<file path="config.mk">
export PLATFORM = sky130hd
export DESIGN_NAME = regfile_wb_arbiter
export DESIGN_NICKNAME = d
export VERILOG_FILES = /design/src/rtl/rv_pkg.sv /design/src/rtl/rr_arbiter.sv /design/src/rtl/regfile_wb_arbiter.sv
export SDC_FILE = /design/constraint.sdc
export NUM_CORES = 1
export LEC_CHECK = 0
export BUFFER_PORTS_ARGS = -buffer_cell sky130_fd_sc_hd__buf_4
export CAP_MARGIN = 20
export CORE_ASPECT_RATIO = 0.5
export CORE_MARGIN = 4
export CORE_UTILIZATION = 46
export CTS_CLUSTER_DIAMETER = 100
export CTS_CLUSTER_SIZE = 12
export DETAILED_ROUTE_END_ITERATION = 10
export PLACE_DENSITY = 0.79
export SYNTH_ARGS = -nofsm -noshare
export SYNTH_HDL_FRONTEND = slang
export SYNTH_SLANG_ARGS = --single-unit
</file>
<file path="constraint.sdc">
create_clock -name clk -period 3.9 [get_ports clk]
set_clock_uncertainty 0.2 [all_clocks]
set_input_delay 0.585 -clock clk [delete_from_list [all_inputs] [get_ports clk]]
set_output_delay 0.585 -clock clk [all_outputs]
set_load 0.05 [all_outputs]
</file>
<file path="src/rtl/rv_pkg.sv">
// Shared register-file constants and small helpers used by the writeback path.
package rv_pkg;

    localparam int WORD_SIZE  = 32;
    localparam int REG_ADDR_W = 5;
    localparam logic [REG_ADDR_W-1:0] REG_ZERO = 5'd0;

    // Number of set bits in a request vector of up to eight requesters.
    function automatic logic [3:0] count_ones(input logic [7:0] vec);
        logic [3:0] n;
        n = 4'd0;
        for (int i = 0; i < 8; i++) begin
            n = n + {3'b000, vec[i]};
        end
        return n;
    endfunction

endpackage

</file>
<file path="src/rtl/rr_arbiter.sv">
// Round-robin arbiter: the search starts just after the last granted requester.
// The pointer moves only when the caller reports that the grant was taken.
module rr_arbiter #(
    parameter int NUM_REQ = 3
) (
    input  logic               clk,
    input  logic               rst,
    input  logic [NUM_REQ-1:0] req,
    input  logic               enable,
    input  logic               advance,
    output logic [NUM_REQ-1:0] grant
);

    localparam int IDX_W = $clog2(NUM_REQ);

    logic [IDX_W-1:0] last_grant_r;
    logic [IDX_W-1:0] grant_idx_s;
    logic [IDX_W-1:0] cand_s;
    logic             found_s;

    // Pick the first valid requester after last_grant, wrapping around.
    always_comb begin
        grant       = {NUM_REQ{1'b0}};
        grant_idx_s = last_grant_r;
        cand_s      = last_grant_r;
        found_s     = 1'b0;
        if (enable) begin
            for (int k = 1; k <= NUM_REQ; k++) begin
                cand_s = IDX_W'((int'(last_grant_r) + k) % NUM_REQ);
                if (!found_s && req[cand_s]) begin
                    grant[cand_s] = 1'b1;
                    grant_idx_s   = cand_s;
                    found_s       = 1'b1;
                end else begin
                    found_s = found_s;
                end
            end
        end else begin
            grant = {NUM_REQ{1'b0}};
        end
    end

    // Pointer register; reset value gives requester 0 first priority.
    always_ff @(posedge clk or negedge rst) begin
        if (!rst) begin
            last_grant_r <= IDX_W'(NUM_REQ - 1);
        end else if (advance) begin
            last_grant_r <= grant_idx_s;
        end else begin
            last_grant_r <= last_grant_r;
        end
    end

endmodule

</file>
<file path="src/rtl/regfile_wb_arbiter.sv">
// Shares the register-file write port among writeback sources. A round-robin
// grant launches the winner into a one-deep registered write stage; writes to
// x0 are accepted but never enabled. A saturating counter records contention.
module regfile_wb_arbiter
    import rv_pkg::*;
#(
    parameter int WORD_SIZE = rv_pkg::WORD_SIZE,
    parameter int NUM_REQ   = 3,
    parameter int CNT_W     = 16
) (
    input  logic                           clk,
    input  logic                           rst,
    input  logic                           stall,
    input  logic [NUM_REQ-1:0]             req_valid,
    input  logic [NUM_REQ*REG_ADDR_W-1:0]  req_rd,
    input  logic [NUM_REQ*WORD_SIZE-1:0]   req_data,
    output logic [NUM_REQ-1:0]             req_ready,
    output logic                           wr_en,
    output logic [REG_ADDR_W-1:0]          wr_rd,
    output logic [WORD_SIZE-1:0]           wr_data,
    output logic [CNT_W-1:0]               conflict_cnt
);

    logic [NUM_REQ-1:0]    grant_s;
    logic                  transfer_s;
    logic [REG_ADDR_W-1:0] win_rd_s;
    logic [WORD_SIZE-1:0]  win_data_s;
    logic                  conflict_s;
    logic                  wr_en_r;
    logic [REG_ADDR_W-1:0] wr_rd_r;
    logic [WORD_SIZE-1:0]  wr_data_r;
    logic [CNT_W-1:0]      conflict_cnt_r;

    rr_arbiter #(
        .NUM_REQ (NUM_REQ)
    ) u_rr_arbiter (
        .clk     (clk),
        .rst     (rst),
        .req     (req_valid),
        .enable  (!stall),
        .advance (transfer_s),
        .grant   (grant_s)
    );

    assign req_ready  = grant_s;
    assign transfer_s = |(grant_s & req_valid);
    assign conflict_s = !stall && (count_ones(8'(req_valid)) >= 4'd2);

    // One-hot AND-OR mux selecting the granted requester's rd and data.
    always_comb begin
        win_rd_s   = REG_ZERO;
        win_data_s = {WORD_SIZE{1'b0}};
        for (int i = 0; i < NUM_REQ; i++) begin
            win_rd_s   = win_rd_s   | (req_rd[i*REG_ADDR_W +: REG_ADDR_W] & {REG_ADDR_W{grant_s[i]}});
            win_data_s = win_data_s | (req_data[i*WORD_SIZE +: WORD_SIZE] & {WORD_SIZE{grant_s[i]}});
        end
    end

    // Write stage: capture the winner; x0 targets load but keep the enable low.
    always_ff @(posedge clk or negedge rst) begin
        if (!rst) begin
            wr_en_r   <= 1'b0;
            wr_rd_r   <= REG_ZERO;
            wr_data_r <= {WORD_SIZE{1'b0}};
        end else if (transfer_s) begin
            wr_en_r   <= (win_rd_s != REG_ZERO);
            wr_rd_r   <= win_rd_s;
            wr_data_r <= win_data_s;
        end else begin
            wr_en_r   <= 1'b0;
            wr_rd_r   <= wr_rd_r;
            wr_data_r <= wr_data_r;
        end
    end

    // Contention counter, stops at all-ones instead of wrapping.
    always_ff @(posedge clk or negedge rst) begin
        if (!rst) begin
            conflict_cnt_r <= {CNT_W{1'b0}};
        end else if (conflict_s && !(&conflict_cnt_r)) begin
            conflict_cnt_r <= conflict_cnt_r + CNT_W'(1);
        end else begin
            conflict_cnt_r <= conflict_cnt_r;
        end
    end

    assign wr_en        = wr_en_r;
    assign wr_rd        = wr_rd_r;
    assign wr_data      = wr_data_r;
    assign conflict_cnt = conflict_cnt_r;

endmodule

</file>
==> run summary <==
DETAILED ROUTING
-------------------------------------------------------------------------------------
Iteration count of the initial detailed-routing pass                                8
WL/cell                                                                       17.1 um
Detailed-route vias per instance                                                 5.67
Total via count in the routed design                                            3,276
Remaining number of nets flagged by the antenna check after routing                 0
Wire length reported by the detailed router                                   9870 um
Count of routing violations after the opening detailed-route iteration            395
DR DRC count                                                                        0

GRT
-------------------------------------------------------------------------------------
Wire length of the first global-routing pass                                14,600 um
Initial antenna violation count                                                     0
Largest net degree at the start of global routing                                  57
Overflow left after global routing                                                  0
Via count of the first global-routing pass                                      2,934
Global Route Usage Sum                                                          21.3%

SYNTHESIS
-------------------------------------------------------------------------------------
Share of the yosys chip area belonging to registers                             42.7%
Flop and latch count out of synthesis                                              56
Post-synthesis cell type count                                                     53
Cell Area, Synth                                                            3290 um^2
Synth Area per Inst                                                         10.3 um^2
Number of enable-type register cells in the synthesized netlist                     0
Synthesized instance count                                                        319
Leading register cell type out of synthesis                                   dfrtp_1
FFs w/ async S/R, synth                                                          100%
Net count after synthesis                                                         442
Number of warning messages in the yosys log                                         0

PWR
-------------------------------------------------------------------------------------
Fraction of power spent switching nets                                          47.9%
VDD IR max                                                                     383 uV
Int Power                                                                     1.83 mW
Switching power                                                               1.68 mW
Power share of the clock group                                                  13.1%
Leakage dissipation                                                           2.34 nW
Sequential group share of total power                                           24.3%
Comb pwr share                                                                  62.6%
Power density cells                                                       729 nW/um^2

FLOORPLANNING
-------------------------------------------------------------------------------------
I/O pin total                                                                     174
Die area                                                                    8640 um^2
Horizontal die dimension                                                       128 um
Initial Util                                                                    48.3%
Height of the die                                                             67.8 um
Count of standard-cell rows                                                        21
Core footprint                                                              6810 um^2

CLOCK NETWORK
-------------------------------------------------------------------------------------
Setup Buffers After CTS                                                             0
Maximum level of the CTS H-tree                                                     2
Sinks on the clock net                                                             56
Clk root buf                                                                clkbuf_16
Resized cells post-CTS                                                              0
Insertion delay to the later sink of the worst-skew pair                       290 ps
# hold bufs at CTS                                                                  0
CTS buffer count                                                                    5
Clock buffer depth                                                                  2
Clock tree from TritonCTS                                                        done
Clock-pin slew of the registers on the worst-case setup and hold paths          70 ps

PLACEMENT
-------------------------------------------------------------------------------------
Placed cell areas                                                           4670 um^2
Detailed Place HPWL                                                           7660 um
Number of I/O port buffers                                                        173
Final weighted congestion of routability-driven global placement                0.940

WORST SETUP PATH
-------------------------------------------------------------------------------------
Arrival @ worst endpoint                                                      2840 ps
Critical register-to-register path startpoint                            u_rr_arbiter.last_grant_r[1]$_DFFE_PN1P_
Number of cell instances on the worst register-to-register path                     8
CP max stage delay                                                             560 ps
Crit path cell chain                                                     ha_1, mux2_2, a32oi_2, nand4_1, a21oi_2, buf_4, buf_4
Last element of the critical path                                        req_ready[1]
Cell with the most instances on the worst path                                  buf_4
Highest-delay cell along the critical path                                    dfstp_2
Launching element type of the critical path                                 flip-flop
Worst R2R End                                                            u_rr_arbiter.last_grant_r[0]$_DFFE_PN0P_
Highest net fanout along the worst path                                            14
Crit path capture type                                                     output pin
Largest delay share family, worst path                                     flip-flops
Start point of the critical path                                         u_rr_arbiter.last_grant_r[1]$_DFFE_PN1P_
Worst EP required                                                             3120 ps
Register-to-Register Setup Slack                                               540 ps
CP Buf/Inv Count                                                                    2
Type of the setup path with the least slack                              flip-flop to output pin
Count of cell instances traversed by the critical path                              7

LAYOUT
-------------------------------------------------------------------------------------
Fin area                                                                    4820 um^2
Layout overhead on the synthesized area                                         46.7%
Layout Nets                                                                       608
Sequential cell area in the final layout                                    1400 um^2
Layout cells sized above 1                                                      40.9%
Count of inserted antenna diode cells                                               0
Multi-input gate area                                                       1630 um^2
Filler cell count in the final layout                                             538

TIMING
-------------------------------------------------------------------------------------
Slew at the pin with the worst max-slew slack                                  691 ps
Achievable frequency                                                          276 MHz
Max-Slew Margin vs Limit                                                        54.0%
Max-slew violation total from the final report                                      0
Final period demand of the worst path                                         3630 ps
Final TNS setup                                                                  0 ps
Total count of hold-check failures in the final report                              0
Final period utilization                                                        93.0%
Total setup violations reported at the end of the flow                              0
Unrepaired setup endpoints after global routing                                 false

WORST HOLD PATH
-------------------------------------------------------------------------------------
Path category of the worst min-delay check                               input pin to asynchronous set/reset pin

FLOW RUN
-------------------------------------------------------------------------------------
Max-capacitance violation count                                                     0

STATUS
-------------------------------------------------------------------------------------
Result of the run                                                        finished, final reports clean

==> power by group through the flow <==
stage / sequential, mW / clock, mW / combinational [mW]
after global routing: 0.876 / 0.507 / 2.33
after floorplan: 1.36 / 0 / 1.08
after CTS: 0.854 / 0.477 / 2.20
after detailed placement: 0.863 / 0 / 2.19
after global placement: 0.858 / 0 / 2.17
final: 0.854 / 0.460 / 2.20
==> sequential cells by signal (all words and copies together) (netlist names) <==
signal                     flops
wr_en                          1
u_rr_arbiter.last_grant_r      2
wr_data                       32
conflict_cnt                  16
wr_rd                          5
==> how the worst min path moves through the flow <==
stage	startpoint	end	slack (ps)	cells past startpoint
4_1_cts	rst	conflict_cnt[1]$_DFFE_PN0P_	150	1
3_5_place_dp	wr_rd[4]$_DFFE_PN0P_	wr_rd[4]$_DFFE_PN0P_	290	1
6_report	rst	conflict_cnt[1]$_DFFE_PN0P_	130	1
5_1_grt	rst	conflict_cnt[1]$_DFFE_PN0P_	180	1
3_3_place_gp	wr_rd[4]$_DFFE_PN0P_	wr_rd[4]$_DFFE_PN0P_	280	1
2_1_floorplan	rst	conflict_cnt[0]$_DFFE_PN0P_	90	0
==> layout make-up <==
type                            instances  area share, %
Multi-Input combinational cell        202           33.9
Clock buffer                            6           2.88
Clock inverter                          2          0.285
Sequential cell                        56           29.1
Timing Repair Buffer                  181           28.4
Tap cell                               92           2.39
Inverter                               39           3.04
==> synthesized netlist by cell type, drive strengths merged, types with 2 or more instances <==
cell / count / share of area (%)
a22o: 3 / 0.80
and4: 2 / 0.53
xnor2: 7 / 1.9
nand2b: 3 / 0.57
ha: 6 / 2.3
mux2i: 37 / 11
nor2: 11 / 1.3
o21ai: 9 / 1.4
a31oi: 3 / 0.57
nand4: 5 / 0.95
mux2: 5 / 1.7
o2bb2ai: 2 / 0.53
xor2: 7 / 1.9
clkbuf: 9 / 1.0
nand2: 13 / 1.5
a221o: 2 / 0.61
a222oi: 35 / 11
nand3: 10 / 1.5
nand3b: 2 / 0.46
nor2b: 2 / 0.38
a22oi: 2 / 0.46
and3: 2 / 0.38
buf: 13 / 2.6
a21boi: 2 / 0.46
dfrtp: 55 / 42
inv: 38 / 4.3
or2: 4 / 0.76
and3b: 2 / 0.53
a21oi: 10 / 1.5
o22ai: 2 / 0.38
==> through the flow <==
stage / power, mW / std cells / util [%] / hold slack [ps] / setup WS (ps)
finish: 3.51 / 578 / 70.8 / 132 / 273
global placement: 3.03 / 570 / 68.6 / 284 / 672
detailed placement: 3.05 / 570 / 68.6 / 286 / 605
floorplan: 2.43 / 319 / - / 89.4 / 601
CTS: 3.53 / 578 / 70.8 / 153 / 305
global route: 3.71 / 578 / 70.8 / 182 / 109
==> cell families after synthesis <==
| logic type | share of synthesized area (%) |
|---|---|
| compound gates | 20.5 |
| xor+xnor | 3.73 |
| fa+ha+maj | 2.28 |
| buf+inv | 8.11 |
| flops | 42.7 |
| mux | 13.0 |
| simple gates | 9.75 |
==> placed cells by master (no fill, tap or decap), types with 2 or more instances in the layout <==
cell,count
nand3_1,10
a31oi_1,3
buf_4,180
xnor2_1,7
nand3b_1,2
a222oi_1,35
mux2_1,3
clkbuf_16,5
and4_1,2
nor2_1,10
nand2_1,13
mux2i_1,37
o22ai_1,2
a22oi_1,2
xor2_1,7
inv_1,38
a21oi_1,9
or2_2,2
or2_1,2
o21ai_0,8
nand4_1,5
dfrtp_1,55
ha_1,6
and3_1,2
o2bb2ai_1,2
mux2_2,2
nand2b_1,3
and3b_1,2
nor2b_1,2
a22o_1,3
==> routing by layer <==
| layer | part of all wire [%] | vias to the layer above | global-route usage [%] |
|---|---|---|---|
| met1 | 41 | 1605 | 27.4 |
| met3 | 4.3 | 26 | 4.11 |
| met4 | 2.7 | 0 | 6.55 |
| li1 | - | 1540 | - |
| met2 | 52 | 105 | 37.0 |
| met5 | 0 | - | 0 |
Power figures use the tool's default switching activity.
